File: config.mk
export PLATFORM = sky130hd
export DESIGN_NAME = fp16_to_int
export DESIGN_NICKNAME = d
export VERILOG_FILES = /design/src/rtl/fp16_to_int.sv
export SDC_FILE = /design/constraint.sdc
export NUM_CORES = 1
export LEC_CHECK = 0
export ABC_AREA = 1
export CAP_MARGIN = 20
export CORE_MARGIN = 2
export CORE_UTILIZATION = 58
export CTS_CLUSTER_SIZE = 20
export DETAILED_ROUTE_END_ITERATION = 8
export PLACE_DENSITY = 0.87
export SETUP_SLACK_MARGIN = 0.1
export SKIP_LAST_GASP = 1
export SYNTH_ARGS = -nofsm -noshare
export SYNTH_HDL_FRONTEND = slang
export SYNTH_SLANG_ARGS = --single-unit
File: constraint.sdc
create_clock -name CLK -period 2.8 [get_ports CLK]
set_input_delay 0.28 -clock CLK [delete_from_list [all_inputs] [get_ports CLK]]
set_output_delay 0.28 -clock CLK [all_outputs]
set_load 0.005 [all_outputs]
File: src/rtl/fp16_to_int.sv
// Sequential IEEE-754 binary16 to saturating signed integer converter.
// Alignment shifts one bit per cycle, then rounds half-to-even and saturates.
module fp16_to_int #(
    parameter int OUT_W = 16
) (
    input  logic             CLK,
    input  logic             RESETn,
    input  logic             in_valid,
    output logic             in_ready,
    input  logic [15:0]      in_data,
    output logic             out_valid,
    input  logic             out_ready,
    output logic [OUT_W-1:0] out_data,
    output logic             ovf,
    output logic             inv,
    output logic             inexact
);

    typedef enum logic [1:0] {
        IDLE  = 2'd0,
        ALIGN = 2'd1,
        ROUND = 2'd2,
        OUT   = 2'd3
    } state_t;

    localparam logic [OUT_W-1:0] MAX_VAL = {1'b0, {(OUT_W-1){1'b1}}};
    localparam logic [OUT_W-1:0] MIN_VAL = {1'b1, {(OUT_W-1){1'b0}}};
    localparam logic [32:0]      MAX_MAG = (33'd1 << (OUT_W - 1)) - 33'd1;
    localparam logic [32:0]      MIN_MAG = (33'd1 << (OUT_W - 1));

    state_t            state_q, state_d;
    logic [16:0]       mag_q, mag_d;
    logic [3:0]        cnt_q, cnt_d;
    logic              left_q, left_d;
    logic              g_q, g_d;
    logic              st_q, st_d;
    logic              sign_q, sign_d;
    logic [OUT_W-1:0]  data_q, data_d;
    logic              ovf_q, ovf_d;
    logic              inv_q, inv_d;
    logic              inexact_q, inexact_d;

    logic              in_sign;
    logic [4:0]        in_exp;
    logic [9:0]        in_frac;
    logic [2:0]        lshift;
    logic [4:0]        rshift;
    logic              inc;
    logic [17:0]       mag_r;
    logic [32:0]       mag_ext;
    logic              pos_sat;
    logic              neg_sat;

    assign in_sign = in_data[15];
    assign in_exp  = in_data[14:10];
    assign in_frac = in_data[9:0];
    assign lshift  = 3'(in_exp - 5'd25);
    assign rshift  = 5'd25 - in_exp;

    assign inc     = g_q & (st_q | mag_q[0]);
    assign mag_r   = {1'b0, mag_q} + {17'd0, inc};
    assign mag_ext = {15'd0, mag_r};
    assign pos_sat = !sign_q && (mag_ext > MAX_MAG);
    assign neg_sat = sign_q && (mag_ext > MIN_MAG);

    always_ff @(posedge CLK or negedge RESETn) begin
        if (!RESETn) begin
            state_q   <= IDLE;
            mag_q     <= '0;
            cnt_q     <= '0;
            left_q    <= 1'b0;
            g_q       <= 1'b0;
            st_q      <= 1'b0;
            sign_q    <= 1'b0;
            data_q    <= '0;
            ovf_q     <= 1'b0;
            inv_q     <= 1'b0;
            inexact_q <= 1'b0;
        end else begin
            state_q   <= state_d;
            mag_q     <= mag_d;
            cnt_q     <= cnt_d;
            left_q    <= left_d;
            g_q       <= g_d;
            st_q      <= st_d;
            sign_q    <= sign_d;
            data_q    <= data_d;
            ovf_q     <= ovf_d;
            inv_q     <= inv_d;
            inexact_q <= inexact_d;
        end
    end

    // The ALIGN exit is taken on the last shift (and ALIGN is skipped when no
    // shift is needed) so a normal operand reaches OUT cnt+2 edges after accept.
    always_comb begin
        state_d   = state_q;
        mag_d     = mag_q;
        cnt_d     = cnt_q;
        left_d    = left_q;
        g_d       = g_q;
        st_d      = st_q;
        sign_d    = sign_q;
        data_d    = data_q;
        ovf_d     = ovf_q;
        inv_d     = inv_q;
        inexact_d = inexact_q;

        case (state_q)
            IDLE: begin
                if (in_valid) begin
                    sign_d = in_sign;
                    mag_d  = {6'd0, 1'b1, in_frac};
                    g_d    = 1'b0;
                    st_d   = 1'b0;
                    cnt_d  = 4'd0;
                    left_d = 1'b0;
                    if (in_exp == 5'd31) begin
                        state_d   = OUT;
                        inv_d     = (in_frac != 10'd0);
                        ovf_d     = (in_frac == 10'd0);
                        inexact_d = 1'b0;
                        if (in_frac != 10'd0) begin
                            data_d = '0;
                        end else begin
                            data_d = in_sign ? MIN_VAL : MAX_VAL;
                        end
                    end else if (in_exp == 5'd0) begin
                        state_d   = OUT;
                        data_d    = '0;
                        ovf_d     = 1'b0;
                        inv_d     = 1'b0;
                        inexact_d = (in_frac != 10'd0);
                    end else begin
                        if (in_exp >= 5'd25) begin
                            left_d = 1'b1;
                            cnt_d  = {1'b0, lshift};
                        end else if (rshift > 5'd12) begin
                            cnt_d  = 4'd12;
                        end else begin
                            cnt_d  = rshift[3:0];
                        end
                        state_d = (cnt_d == 4'd0) ? ROUND : ALIGN;
                    end
                end
            end

            ALIGN: begin
                if (cnt_q != 4'd0) begin
                    cnt_d = cnt_q - 4'd1;
                    if (left_q) begin
                        mag_d = {mag_q[15:0], 1'b0};
                    end else begin
                        st_d  = st_q | g_q;
                        g_d   = mag_q[0];
                        mag_d = {1'b0, mag_q[16:1]};
                    end
                    if (cnt_q == 4'd1) begin
                        state_d = ROUND;
                    end
                end else begin
                    state_d = ROUND;
                end
            end

            ROUND: begin
                state_d = OUT;
                inv_d   = 1'b0;
                if (pos_sat) begin
                    data_d    = MAX_VAL;
                    ovf_d     = 1'b1;
                    inexact_d = 1'b0;
                end else if (neg_sat) begin
                    data_d    = MIN_VAL;
                    ovf_d     = 1'b1;
                    inexact_d = 1'b0;
                end else begin
                    ovf_d     = 1'b0;
                    inexact_d = g_q | st_q;
                    if (sign_q) begin
                        data_d = ~mag_ext[OUT_W-1:0] + {{(OUT_W-1){1'b0}}, 1'b1};
                    end else begin
                        data_d = mag_ext[OUT_W-1:0];
                    end
                end
            end

            OUT: begin
                if (out_ready) begin
                    state_d = IDLE;
                end
            end

            default: begin
                state_d = IDLE;
            end
        endcase
    end

    assign in_ready  = (state_q == IDLE);
    assign out_valid = (state_q == OUT);
    assign out_data  = data_q;
    assign ovf       = ovf_q;
    assign inv       = inv_q;
    assign inexact   = inexact_q;

endmodule

* After elaboration in Yosys (flattened, before gate mapping)
Index checks and enable logic that the tools add are counted.
** Storage, ports and cells
- Bits in registers :: 46
- Output and inout port bits :: 21
- Logic and storage cells :: 108
** Cells by class
- Add/subtract/negate cells :: 5
- Order comparisons :: 4
- Equality and inequality tests :: 11
- Muxes and demuxes :: 57
- Bitwise gates (word level) :: 4
- Reductions and logical operators :: 16
** Operators by type and width (count)
- 2-to-1 mux 16 bit :: 8
- 2-to-1 mux 17 bit :: 3
- 2-to-1 mux 4 bit :: 10
- one-hot mux 17 bit (2 select lines) :: 1
- one-hot mux 16 bit (2 select lines) :: 1
- 2-to-1 mux 1 bit :: 20
- adder 17 x 1 -> 18 bit :: 1
- greater-than comparator 18 x 15 -> 1 bit, second input constant :: 1
- greater-than comparator 18 x 16 -> 1 bit, second input constant :: 1
- adder 16 x 1 -> 16 bit, second input constant :: 1
- inverter 16 bit :: 1
- 2-to-1 mux 2 bit :: 7
- logical NOT 10 bit :: 1
- one-hot mux 1 bit (2 select lines) :: 5
- nonzero test 10 bit :: 1
- AND reduction 3 bit :: 3
- one-hot mux 2 bit (4 select lines) :: 1
- one-hot mux 4 bit (2 select lines) :: 1
- != test 2 bit, second input constant :: 3
- equality test 5 bit, second input constant :: 1
- >= comparator 5 bit, second input constant :: 1
- greater-than comparator 5 x 4 -> 1 bit, second input constant :: 1
- logical NOT 5 bit :: 1
- subtractor 5 bit, first input constant :: 1
- other kinds (18) :: 22

* Depth between registers and ports, before layout
- Depth after elaboration :: 14
- Depth in mapped cells :: 19
- Gate-level depth less buffers :: 18

* Worst setup path after synthesis
No wires, ideal clock.
- Path type :: reg2reg
- Start :: register mag_q[0]
- End :: register data_q[15], in the netlist out_data[15]
- Library setup time :: 118 ps
- Arrival :: 2160 ps
- Data required time :: 2682 ps
- Path slack :: 523 ps
- Cell stages (with the launch flop) :: 18
- Period minus slack after synthesis :: 2277 ps
- Cells stage by stage :: dfrtp_1 > nand2_1 > inv_1 > ha_1 > inv_1 > ha_1 > nand2_1 > inv_1 > nand2_1 > nor2_2 > nand3_2 > nor2_2 > nand2_2 > nand2_4 > buf_12 > nand3_1 > a21oi_1 > nor2_1
** Between the ends
- Word-level cells in the longest chain between the ends :: 9
- Elaborated cells on any way between the ends :: 13
** Ends and longest elaborated chain
- start: declaration :: line 32 : logic [16:0] mag_q, mag_d;
- start signal: assignment :: line 81 : mag_q <= mag_d;
- bitwise OR 1 bit :: line 60 : assign inc = g_q & (st_q | mag_q[0]);
- bitwise AND 1 bit :: line 60
- adder 17 x 1 -> 18 bit * :: line 61 : assign mag_r = {1'b0, mag_q} + {17'd0, inc};
- inverter 16 bit :: line 181 : data_d = ~mag_ext[OUT_W-1:0] + {{(OUT_W-1){1'b0}}, 1'b1};
- adder 16 x 1 -> 16 bit :: line 181
- 2-to-1 mux 16 bit :: line 180 : if (sign_q) begin
- 2-to-1 mux 16 bit :: line 173 : end else if (neg_sat) begin
- 2-to-1 mux 16 bit * :: line 169 : if (pos_sat) begin
- one-hot mux 16 bit (2 select lines) * :: line 109 : case (state_q)
- end signal: assignment :: line 87 : data_q <= data_d;
- end: declaration :: line 38 : logic [OUT_W-1:0] data_q, data_d;
Every way passes the cells marked *; elsewhere a longest branch is shown, timed or not.
A chain may end at the register's enable or synchronous reset.

* Worst setup path after layout
Same ends and word-level chain as after synthesis.

==> results.yml <==
status:
  run_status: "complete, but fails checks"
  violations: "hold timing"
place:
  routabilityCongestion: 0.868
  dp_hpwl_um: 6910
  post_dp_cell_area_um2: 4180
  io_buffers: 40
power_and_ir_drop:
  power.leakage_nw: 2.15
  p_sw_frac: 0.504
  seqPwrFrac: 0.273
  intPower_w: 0.00242
  power.share.clock: 0.099
  switching_power_w: 0.00246
  power.density_nw_per_um2: 1130
  peakVddDrop_uv: 791
  comb_power_share: 0.628
yosys:
  synth-seq-cells: 46
  synth_ff_type: "dfrtp_1"
  ys_top_cells_by_area: "dfrtp_1 (31%), nand2_1 (17%), o21ai_0 (7.2%)"
  avgSynthCellArea_um2: 6.48
  yosys-top-cells-count: "nand2_1 (168), inv_1 (64), nor2_1 (63), o21ai_0 (54), nand3_1 (47)"
  synth_top_area_share: 0.308
  ys_seq_area_frac: 0.308
  synth_edf_count: 0
  synthesis.nets: 611
  synthCells: 577
  post-synth-top-count-cell: "nand2_1"
  ys_types: 39
  ys_warn_count: 0
  syn-cell-area_um2: 3740
  synthArstFlopShare: 1.00
  yosys.area.top_type: "dfrtp_1"
sta:
  finalHoldViolCount: 23
  tightest_slew_ps: 851
  min_period_ps: 2450
  drv_slew: 0
  max_freq_mhz: 407
  min_period_over_period: 0.877
  max_slew_margin: 0.432
  hold_ws_ps: -33.6
  fin_skew_ps: 8.78
  finalSetupViolCount: 0
  fin_setup_tns_ps: 0
  rsz0062_at_grt: "yes"
clock_network:
  cts_tree: "built"
  clk_path_buf_depth: 2
  clk_pin_slew_worst_paths_ps: 90
  root_buffer: "clkbuf_8"
  clk_latency_ps: 310
  cts_made_buffers: 5
  postCtsSetupRepairBufs: 0
  clock-sinks: 46
  ctsResizeCount: 0
  htree_levels: 2
  hold_buffers: 0
critical_path:
  criticalPathCategory: "reg2reg"
  cpPeakStageDelay_ps: 410
  ff2ff_path_depth: 16
  cp_slowest_cell: "dfrtp_1"
  cp.depth: 16
  critical_path_buf_inv_count: 3
  crit_required_ps: 3000
  critical_path.max_fanout: 18
  path_cells: "nand2_1, inv_1, ha_1, inv_1, ha_1, nand2_1, inv_1, nand2_1, nor2_2, nand3_2, nor2_2, nand2_2, nand2_4, nand3_1, a21oi_1, nor2_1"
  crit_family: "simple AND/OR/NAND/NOR gates"
  critPathArrivalTime_ps: 2650
  end_kind: "register"
  start_kind: "register"
grt:
  grt_max_degree: 47
  track_usage: 0.266
  grt_pass1_vias: 3817
  grt-ovfl-total: 0
  grt_pass1_wl_um: 15900
  grt_antenna_before_repair: 0
drt:
  dr.pass1.iters: 5
  post_drt_via_cell_ratio: 5.61
  drcViolationCount: 0
  routedWlPerCell_um: 13.1
  wl_um: 9020
  drt_iter0_markers: 241
  ant_nets: 0
  vias: 3863
layout:
  diodes: 0
  drive_gt1_frac: 0.0866
  fin_area_um2: 4320
  area_growth_pct: 15.4
  nNetsFinal: 645
floorplanning:
  dieArea_um2: 7100
  io_pins: 41
  start_util: 0.596
  core.rowCount: 29
  die_h_um: 84.3
  core_um2: 6280
  die_x_um: 84.3
min_path:
  hold_class: "in2async"
run:
  cap_viol_max_count: 0
-- per-stage QoR --
stage / cells / worst slack [ps] / total power [W] / util
2_1_floorplan: 577 / 523 / 0.00348 / -
3_3_place_gp: 680 / 185 / 0.00427 / 0.666
3_5_place_dp: 680 / 126 / 0.00438 / 0.666
4_1_cts: 688 / 390 / 0.00487 / 0.683
5_1_grt: 689 / 87.0 / 0.00539 / 0.687
6_report: 689 / 345 / 0.00489 / 0.687
-- path summary, 6_finish.rpt --
kind,startpoint,end,slack (ps)
hold reg to reg,out_data[11],out_data[11],530
setup / recovery,mag_q[0],out_data[15],350
max in group asynchronous,RESETn,out_data[15],2310
setup reg to reg,mag_q[0],out_data[15],350
hold / removal,RESETn,mag_q[11],-30
min in group CLK,out_data[11],out_data[11],530
-- state kept, by name, indices dropped and copies added (netlist names) --
register  flops
mag_q        17
left_q        1
ovf           1
inexact       1
out_data     16
g_q           1
st_q          1
sign_q        1
inv           1
state_q       2
cnt_q         4
-- cell usage in the layout, fill, tap and decap left out, drive strengths merged, types with 5 or more instances in the layout --
cell type and count:
nor2 71, nand2 180, nor3 6, inv 66, buf 7, a21oi 33, clkbuf 8, dfrtp 46
o21ai 55, nand4 5, o2111ai 5, clkdlybuf4s50 39, ha 14, nand3 54
-- layer usage --
metal  global-route usage  part of all wire  vias to the layer above
met4               0.0880             0.017                        0
met1                0.306              0.42                     1808
met2                0.505              0.52                      104
met5                    0                 0                        -
met3               0.0324             0.039                       12
li1                     -                 -                     1939
-- worst register-to-register path, cell delays in order (launching register included) --
cell and delay, ps:
dfrtp_1 410, nand2_1 90, inv_1 40, ha_1 320
inv_1 90, ha_1 160, nand2_1 80, inv_1 80
nand2_1 80, nor2_2 130, nand3_2 110, nor2_2 110
nand2_2 70, nand2_4 180, nand3_1 170, a21oi_1 160
nor2_1 50
-- layout make-up --
type                       instances  area (um^2)
clock buffer                       8          110
fill                             559         1960
inverter                          67          251
multi-input combinational        445         2250
sequential                        46         1150
tap                               77         96.3
timing repair buffer              46          460
-- power by group through the flow --
| stage | combinational (W) | clock (W) | sequential [W] |
|---|---|---|---|
| 2_1_floorplan | 0.00224 | 0 | 0.00124 |
| 3_3_place_gp | 0.00293 | 0 | 0.00133 |
| 3_5_place_dp | 0.00303 | 0 | 0.00135 |
| 4_1_cts | 0.00305 | 0.000488 | 0.00133 |
| 5_1_grt | 0.00350 | 0.000507 | 0.00138 |
| 6_report | 0.00307 | 0.000484 | 0.00134 |
-- cells by family after synthesis --
| family | synth area share |
|---|---|
| fa+ha+maj | 0.0469 |
| buf+inv | 0.0927 |
| simple gates | 0.385 |
| flops | 0.308 |
| xor+xnor | 0.00937 |
| compound gates | 0.159 |
Power figures use the tool's default switching activity.
